==> src/rtl/mem_arbiter.sv <==
// Shares one single-port memory between instruction fetch and data ports:
// picks a winner, runs the req/gnt/rvalid handshake and returns a valid pulse.
module mem_arbiter #(
  parameter int AW     = 32,
  parameter int DW     = 32,
  parameter int STARVE = 3
) (
  input  logic            clk,
  input  logic            rst_n,
  input  logic            i_req,
  input  logic [AW-1:0]   i_addr,
  input  logic            i_kill,
  output logic            i_valid,
  output logic [DW-1:0]   i_rdata,
  output logic            i_stall,
  input  logic            d_req,
  input  logic            d_we,
  input  logic [AW-1:0]   d_addr,
  input  logic [DW-1:0]   d_wdata,
  input  logic [DW/8-1:0] d_wstrb,
  output logic            d_valid,
  output logic [DW-1:0]   d_rdata,
  output logic            d_stall,
  output logic            m_req,
  output logic            m_we,
  output logic [AW-1:0]   m_addr,
  output logic [DW-1:0]   m_wdata,
  output logic [DW/8-1:0] m_wstrb,
  input  logic            m_gnt,
  input  logic            m_rvalid,
  input  logic [DW-1:0]   m_rdata,
  output logic            busy
);

  localparam logic [1:0] S_IDLE  = 2'd0;
  localparam logic [1:0] S_ISSUE = 2'd1;
  localparam logic [1:0] S_WAIT  = 2'd2;
  localparam logic [1:0] S_DONE  = 2'd3;

  localparam int CW = (STARVE < 1) ? 1 : $clog2(STARVE + 1);
  localparam logic [CW-1:0] STARVE_C = CW'(STARVE);

  logic [1:0]    r_state;
  logic          r_owner;   // 1 = fetch, 0 = data
  logic          r_discard;
  logic [CW-1:0] r_dcnt;

  logic w_i_ok;
  logic w_fetch_win;
  logic w_grant;
  logic w_drop_fetch;

  // Winner selection in IDLE; fetch is forced through once data has starved it.
  always_comb begin
    w_i_ok       = i_req & ~i_kill;
    w_fetch_win  = w_i_ok & (~d_req | (r_dcnt == STARVE_C));
    w_grant      = d_req | w_i_ok;
    w_drop_fetch = r_discard | i_kill;
  end

  assign i_stall = i_req & ~i_valid;
  assign d_stall = d_req & ~d_valid;
  assign busy    = (r_state != S_IDLE);

  // Sequencer state, latched request fields and returned data.
  always_ff @(posedge clk) begin
    if (!rst_n) begin
      r_state   <= S_IDLE;
      r_owner   <= 1'b0;
      r_discard <= 1'b0;
      r_dcnt    <= '0;
      i_valid   <= 1'b0;
      d_valid   <= 1'b0;
      i_rdata   <= '0;
      d_rdata   <= '0;
      m_req     <= 1'b0;
      m_we      <= 1'b0;
      m_addr    <= '0;
      m_wdata   <= '0;
      m_wstrb   <= '0;
    end else begin
      i_valid <= 1'b0;
      d_valid <= 1'b0;
      case (r_state)
        S_IDLE: begin
          if (w_grant) begin
            r_state   <= S_ISSUE;
            m_req     <= 1'b1;
            r_discard <= 1'b0;
            if (w_fetch_win) begin
              r_owner <= 1'b1;
              m_we    <= 1'b0;
              m_addr  <= i_addr;
              m_wdata <= '0;
              m_wstrb <= '0;
              r_dcnt  <= '0;
            end else begin
              r_owner <= 1'b0;
              m_we    <= d_we;
              m_addr  <= d_addr;
              m_wdata <= d_wdata;
              m_wstrb <= d_wstrb;
              if (i_req && (r_dcnt != STARVE_C)) begin
                r_dcnt <= r_dcnt + CW'(1);
              end else begin
                r_dcnt <= r_dcnt;
              end
            end
          end else begin
            r_state <= S_IDLE;
          end
        end
        // A redirect beats a same-cycle grant so the memory never sees the fetch.
        S_ISSUE: begin
          if (r_owner && i_kill) begin
            r_state <= S_IDLE;
            m_req   <= 1'b0;
          end else if (m_gnt) begin
            r_state <= S_WAIT;
            m_req   <= 1'b0;
          end else begin
            r_state <= S_ISSUE;
          end
        end
        S_WAIT: begin
          if (m_rvalid) begin
            r_state <= S_DONE;
            if (r_owner) begin
              if (!w_drop_fetch) begin
                i_rdata <= m_rdata;
                i_valid <= 1'b1;
              end else begin
                i_valid <= 1'b0;
              end
            end else begin
              d_valid <= 1'b1;
              if (!m_we) begin
                d_rdata <= m_rdata;
              end else begin
                d_rdata <= d_rdata;
              end
            end
          end else begin
            r_state <= S_WAIT;
            if (r_owner && i_kill) begin
              r_discard <= 1'b1;
            end else begin
              r_discard <= r_discard;
            end
          end
        end
        S_DONE: begin
          r_state   <= S_IDLE;
          r_discard <= 1'b0;
        end
        default: begin
          r_state <= S_IDLE;
        end
      endcase
    end
  end

endmodule
==> config.mk <==
export PLATFORM = sky130hd
export DESIGN_NAME = mem_arbiter
export DESIGN_NICKNAME = d
export VERILOG_FILES = /design/src/rtl/mem_arbiter.sv
export SDC_FILE = /design/constraint.sdc
export NUM_CORES = 1
export LEC_CHECK = 0
export ABC_AREA = 1
export BUFFER_PORTS_ARGS = -buffer_cell sky130_fd_sc_hd__buf_4
export CORE_MARGIN = 5
export CORE_UTILIZATION = 45
export CTS_CLUSTER_DIAMETER = 40
export DETAILED_ROUTE_END_ITERATION = 16
export GPL_TIMING_DRIVEN = 0
export PLACE_DENSITY_LB_ADDON = 0.05
export SLEW_MARGIN = 10
export SYNTH_ARGS = -nofsm -noshare
export SYNTH_HDL_FRONTEND = slang
export SYNTH_SLANG_ARGS = --single-unit
==> constraint.sdc <==
create_clock -name clk -period 2.85 [get_ports clk]
set_clock_uncertainty 0.05 [all_clocks]
set_input_delay 0.7125 -clock clk [delete_from_list [all_inputs] [get_ports clk]]
set_output_delay 0.7125 -clock clk [all_outputs]
set_load 0.02 [all_outputs]
# --- Word-level counts from Yosys, hierarchy flattened ---
# Cells that the tools add are included.
totals:
  register_bits: 142
  n_memories: 0
  mem_bits_ro: 0
  latch_bits: 0
  ram_bits: 0
  input_bits: 140
op_classes:
  muxes: 22
  n_reduce_logical: 15
  shift: 0
  n_div: 0
  addsub: 1
  eq_ne: 9
  n_lt_le_gt_ge: 0
  n_mul: 0
  bitwise: 14
op_table:
  columns: ["cell", "n"]
  rows:
  - ["$mux 32", 2]
  - ["$reduce_and 4->1", 4]
  - ["$mux 1", 12]
  - ["$reduce_and 3->1", 3]
  - ["$mux 2", 4]
  - ["$ne 2x2->1 const B", 4]
  - ["$pmux 2 s4", 1]
  - ["$not 1->1", 7]
  - ["$eq 2x2->1 const B", 3]
  - ["$reduce_bool 2->1", 3]
  - ["$and 1x1->1", 4]
  - ["$mux 4", 1]
  - ["$ne 3x3->1 const B", 1]
  - ["$or 1x1->1", 3]
  - ["$pmux 1 s3", 1]
  - ["$reduce_bool 3->1", 1]
  - ["$add 2x1->2 const B", 1]
  - ["$eq 2x1->1 const B", 1]
  - ["$logic_and 1x1->1", 2]
  - ["$logic_not 2->1", 1]
  - ["$pmux 1 s2", 1]
  - ["$reduce_and 2->1", 1]

# --- Depth between registers and ports, before layout ---
# Gate-level depths: netlist of the first run.
depth:
  ltp_word: 5
  ltp_mapped: 8
  mapped_depth_nobuf: 7

# --- Least setup slack after synthesis of the first run ---
# Ideal clock, no wire load.
synth_timing:
  kind: "input to output"
  from: "input port d_req"
  to: "output port d_stall"
  setup_slack_ns: 1.021
  t_arrival_ns: 1.066
  cell_stages: 2
  t_required_ns: 2.088
  path_cell_list: "inv_1 -> nor2_1"
synth_between:
  elab_chain_cells: 1
synth_lines:
  columns: ["element", "line", "text"]
  rows:
  - ["from (decl)", "16", "input logic d_req,"]
  - ["$and 1x1->1", "62", "assign d_stall = d_req & ~d_valid;"]
  - ["to (decl)", "23", "output logic d_stall,"]
# No other way between the ends.

# --- Final worst setup path of the first run ---
# Ends and elaborated chain as after synthesis.

==> metrics.cfg, run 1 <==
[global_routing]
grt_pass1_vias=5387
antenna_found_initial=0
grt_pass1_wl_um=26100
grt_max_degree=17
overflow=0
grt_use_total=0.223

[sta]
tightest_slew_ps=501
hold_violations=0
grt_setup_unrepaired=no
setup_viol=0
fmax_ghz=0.514
fin_crit_sh=0.683
max-slew-margin-rel=0.666
finalSetupTns_ps=0
fin_crit_ps=1950
maxSlewViolCount=0

[flow_run]
maxCapViolations=0

[synthesis]
synthArstFlopShare=0
synth.avg_cell_area_um2=7.39
yosysUniqueCellTypes=24
synthTopCellsByArea=dfxtp_1 50%, nor2_1 11%, o21ai_0 10%, inv_1 6.8%, a21oi_1 6.5%
ys_ff_latch=142
yosys.area.top_type=dfxtp_1
synth.most_common_cell=nor2_1
ys_warn_count=0
ys_top_cells_by_count=167 x nor2_1, 142 x dfxtp_1, 117 x o21ai_0, 104 x inv_1, 75 x a21oi_1
synthCells=777
ys.flop_type=dfxtp_1
synthesis.area_um2=5740
synth_top_cell_area_share=0.495
synth-edff-count=0
ys_seq_area_frac=0.495
synthesis.nets=918

[clocking]
clk_pin_slew_ps=50
cts_buffer_depth=2
cts_resized=0
root_buffer=clkbuf_16
clock_latency_ps=410
cts_setup_buffers=0
htree_levels=4
holdBufCountCts=0
numCtsBuffers=17
clock_sink_count=142
cts_tree=built

[die]
initial_utilization=0.457
io_pins=279
dieHeight_um=123
die_area_um2=15100
fp.dieW_um=123
core_um2=12600
row_count=41

[routing]
route.detailed.drc=0
wl_per_cell_um=13.8
wl_um=17400
first_iter_violations=275
via_count=5845
vias_per_cell=4.65
dr.pass1.iters=4
antenna_left=0

[setup_path]
endpoint_kind=primary output
path_class=in2out
path_max_fanout=3
crit_top_cell=buf_4
critPathMaxStageDelay_ps=160
arrival_ps=1180
slowest_stage=buf_4
start_kind=input pin
path_cells=buf_4, inv_1, nor2_1, buf_4
cp_data_required_time_ps=2090

[cells_and_area]
regArea_um2=2840
antenna_cells=0
final_nets=1214
area_growth_pct=50.9
drive_gt1_frac=0.320
nFillCells=1116
multi_input_area_um2=2170

[pwr]
power_density_nw_per_um2=628
power_uw=5440
vdd_drop_max_mv=0.408
leakage_uw=0.00426

[outcome]
outcome=finished, final reports clean

[worst_hold_path]
hp-class=reg2reg

[placed_design]
port_buffers=277
dp_hpwl_um=13600
globalplace.congestion=0.820

flip-flops by register name, indices dropped and copies added (netlist names), named ones only:
register	cells
r_owner	1
m_wdata	32
r_state	1
d_rdata	32
m_addr	32
i_valid	1
m_wstrb	4
m_we	1
i_rdata	32
d_valid	1
r_discard	1
m_req	1
r_dcnt	2
worst paths after layout:
kind / to / startpoint / cells after the start / slack, ps
worst max-delay path: d_stall / d_req / 4 / 900
worst min-delay path: d_rdata[10]$_SDFFE_PN0P_ / d_rdata[10]$_SDFFE_PN0P_ / 2 / 390
worst min register to register: d_rdata[10]$_SDFFE_PN0P_ / d_rdata[10]$_SDFFE_PN0P_ / 2 / 390
worst max register to register: m_addr[21]$_SDFFE_PN0P_ / r_dcnt[0]$_SDFFE_PN0P_ / 7 / 1150
metrics by stage:
| stage | setup slack (ps) | std cells | instance area, um^2 | utilization | hold slack, ps |
|---|---|---|---|---|---|
| detailed placement | 678 | 1226 | 8040 | 0.639 | 386 |
| floorplan | 1020 | 777 | 5740 | - | 384 |
| global route | 860 | 1258 | 8660 | 0.689 | 411 |
| global placement | 699 | 1226 | 8040 | 0.639 | 383 |
| CTS | 899 | 1258 | 8660 | 0.689 | 395 |
| finish | 904 | 1258 | 8660 | 0.689 | 393 |
cell type report:
class                   instances  share of cell area
plain buffers                  52              0.0364
clock buffers                  22              0.0570
flip-flops and latches        142               0.328
well taps                     172              0.0248
inverters                     110              0.0477
clock inverters                10              0.0155
multi-input cells             473               0.250
repair buffers                277               0.240
power breakdown:
group | internal [uW] | total (uW) | leakage (uW) | switching [uW]
registers | 2110 | 2180 | 0.00116 | 67.7
clock network | 1490 | 2300 | 0.000308 | 817
logic | 428 | 955 | 0.00279 | 526
placed cells by master (no fill, tap or decap):
cell type   count
a21oi_1        75
a21oi_4         2
a31oi_1         1
buf_1           1
buf_2          12
buf_4         279
buf_6          13
bufinv_16       3
clkbuf_1       24
clkbuf_16      17
clkbuf_8        5
clkinv_1        1
clkinv_2        4
clkinv_4        1
clkinvlp_4      2
dfxtp_1       142
ha_1            1
inv_1         104
inv_2           5
nand2_1        45
nand2_2         1
nand3_1        43
nand3_2         1
nor2_1        167
nor2_4          2
nor2_8          1
nor3_1          1
o21a_1          1
o21ai_0       117
o21ai_1        15
kinds of logic after synthesis:
logic type	share of synthesized area
AO/OA/AOI/OAI	0.189
buffers and inverters	0.127
adder cells (fa/ha/maj)	0.00218
flip-flops	0.495
AND/OR/NAND/NOR	0.187
critical path, delay by kind of cell:
kind / cells / cell delay (ps)
buffers and inverters: 3 / 420
AND/OR/NAND/NOR: 1 / 60
routing by layer:
metal	GRT usage	wire (um)	vias to the layer above
met5	0	0	-
met4	0.0889	468	0
met3	0.0851	1800	33
met2	0.376	8330	203
met1	0.255	6830	2559
li1	-	-	3050
No activity file was read; power rests on OpenSTA's default activity.
==> inputs of run 2 (changes only) <==
==> constraint.sdc (replaced) <==
create_clock -name clk -period 1.8 [get_ports clk]
set_clock_uncertainty 0.05 [all_clocks]
set_input_delay 0.45 -clock clk [delete_from_list [all_inputs] [get_ports clk]]
set_output_delay 0.45 -clock clk [all_outputs]
set_load 0.02 [all_outputs]
==> run 2 against run 1 <==
Net effect: largest power group unchanged; non-clock buffer count did not move; critical path type is now reg2out; combinational power rose by 58%; routed wire length barely moved; cell area barely moved.
==> metrics.cfg, run 2 (synthesis gave the netlist of run 1 again) <==
[clocking]
clock_sink_count=142
cts_buffer_depth=2
cts_setup_buffers=0
clk_pin_slew_ps=60
root_buffer=clkbuf_16
htree_levels=4
cts_tree=built
numCtsBuffers=17
clock_latency_ps=410

[placed_design]
port_buffers=277
dp_hpwl_um=13600
globalplace.congestion=0.820
place_area_um2=8040

[sta]
fin_crit_sh=0.914
setup_viol=0
tightest_slew_ps=501
fin_crit_ps=1650
hold_violations=0
grt_setup_unrepaired=no
finalSetupTns_ps=0
maxSlewViolCount=0
fmax_ghz=0.608
max-slew-margin-rel=0.666

[global_routing]
grt_use_total=0.223
grt_max_degree=17
grt_pass1_wl_um=26100
antenna_found_initial=0
overflow=0
grt_pass1_vias=5387

[setup_path]
cp_data_required_time_ps=1300
path_buf_inv=2
start_kind=flop
path_max_fanout=4
arrival_ps=1150
path_cells=nor2_4, inv_2, buf_4
path_class=reg2out
slowest_stage=dfxtp_1
endpoint_kind=primary output
critPathMaxStageDelay_ps=350
critPathTopFamily=flip-flops

[cells_and_area]
final_nets=1214
layout_common_cells=279 x buf_4, 167 x nor2_1, 142 x dfxtp_1, 117 x o21ai_0, 104 x inv_1
drive_gt1_frac=0.322
regArea_um2=2840
antenna_cells=0
fin_area_um2=8670
area_growth_pct=51.0
nFillCells=1118
layout_commonest_cell=buf_4
multi_input_area_um2=2170

[flow_run]
maxCapViolations=0

[routing]
first_iter_violations=283
via_count=5845
antenna_left=0
vias_per_cell=4.65
route.detailed.drc=0
dr.pass1.iters=4
wl_per_cell_um=13.8
wl_um=17400

[die]
row_count=41
die_area_um2=15100
fp.dieW_um=123
core_um2=12600
io_pins=279
initial_utilization=0.457
dieHeight_um=123

[pwr]
leakage_uw=0.00427
power_density_nw_per_um2=994
vdd_drop_max_mv=0.646
power_uw=8610

[outcome]
outcome=finished, final reports clean

[worst_hold_path]
hp-class=in2reg

-- run 2: cell counts in the layout (fill, tap and decap cells not counted) --
No cell type changed its count.
-- run 2: tightest hold or removal path: cells and delay by family --
family | cells | cell delay, ps
simple gates | 2 | 110
buf+inv | 1 | 80
-- run 2: power breakdown --
group	internal [uW]	total [uW]	switching, uW	leakage, uW
logic	679	1510	834	0.00280
clock network	2350	3650	1290	0.000308
registers	3340	3450	107	0.00116
total	6380	8610	2230	0.00427
-- run 2: per-layer routing --
layer | vias to the layer above | share of wire | GRT usage
met1 | 2557 | 0.39 | 0.255
met3 | 33 | 0.10 | 0.0851
met4 | 0 | 0.027 | 0.0889
met2 | 205 | 0.48 | 0.376
met5 | - | 0 | 0
li1 | 3050 | - | -
-- run 2: what timing repair did --
item | 4_1_cts | 5_1_grt
endpoints found under the hold margin | 0 | 0
gates resized for setup | 0 | 4
setup endpoints to repair | 0 | 9
hold buffers | 0 | 0
-- run 2: layout make-up --
| cell class | count | area share |
|---|---|---|
| multi-input combinational | 473 | 0.250 |
| timing repair buffer | 277 | 0.240 |
| buffer | 52 | 0.0367 |
| tap | 172 | 0.0248 |
| clock buffer | 22 | 0.0570 |
| clock inverter | 10 | 0.0154 |
| sequential | 142 | 0.328 |
| inverter | 110 | 0.0476 |
-- run 2: path summary, 6_finish.rpt --
path | start | endpoint | slack (ps) | depth (start not counted)
max | flop | busy | 150 | 3
min | m_rdata[1] | i_rdata[1]$_SDFFE_PN0P_ | 210 | 3
max reg2reg | r_dcnt[0]$_SDFFE_PN0P_ | m_addr[1]$_SDFFE_PN0P_ | 170 | 7
min reg2reg | d_rdata[10]$_SDFFE_PN0P_ | d_rdata[10]$_SDFFE_PN0P_ | 390 | 2
-- run 2: metrics by stage --
stage	utilization	hold slack, ps	cells	setup slack [ps]
after floorplan	-	384	777	353
after detailed placement	0.639	386	1226	-110
after CTS	0.689	199	1258	117
after global placement	0.639	383	1226	-88.7
after global routing	0.689	208	1258	34.7
final	0.689	213	1258	155
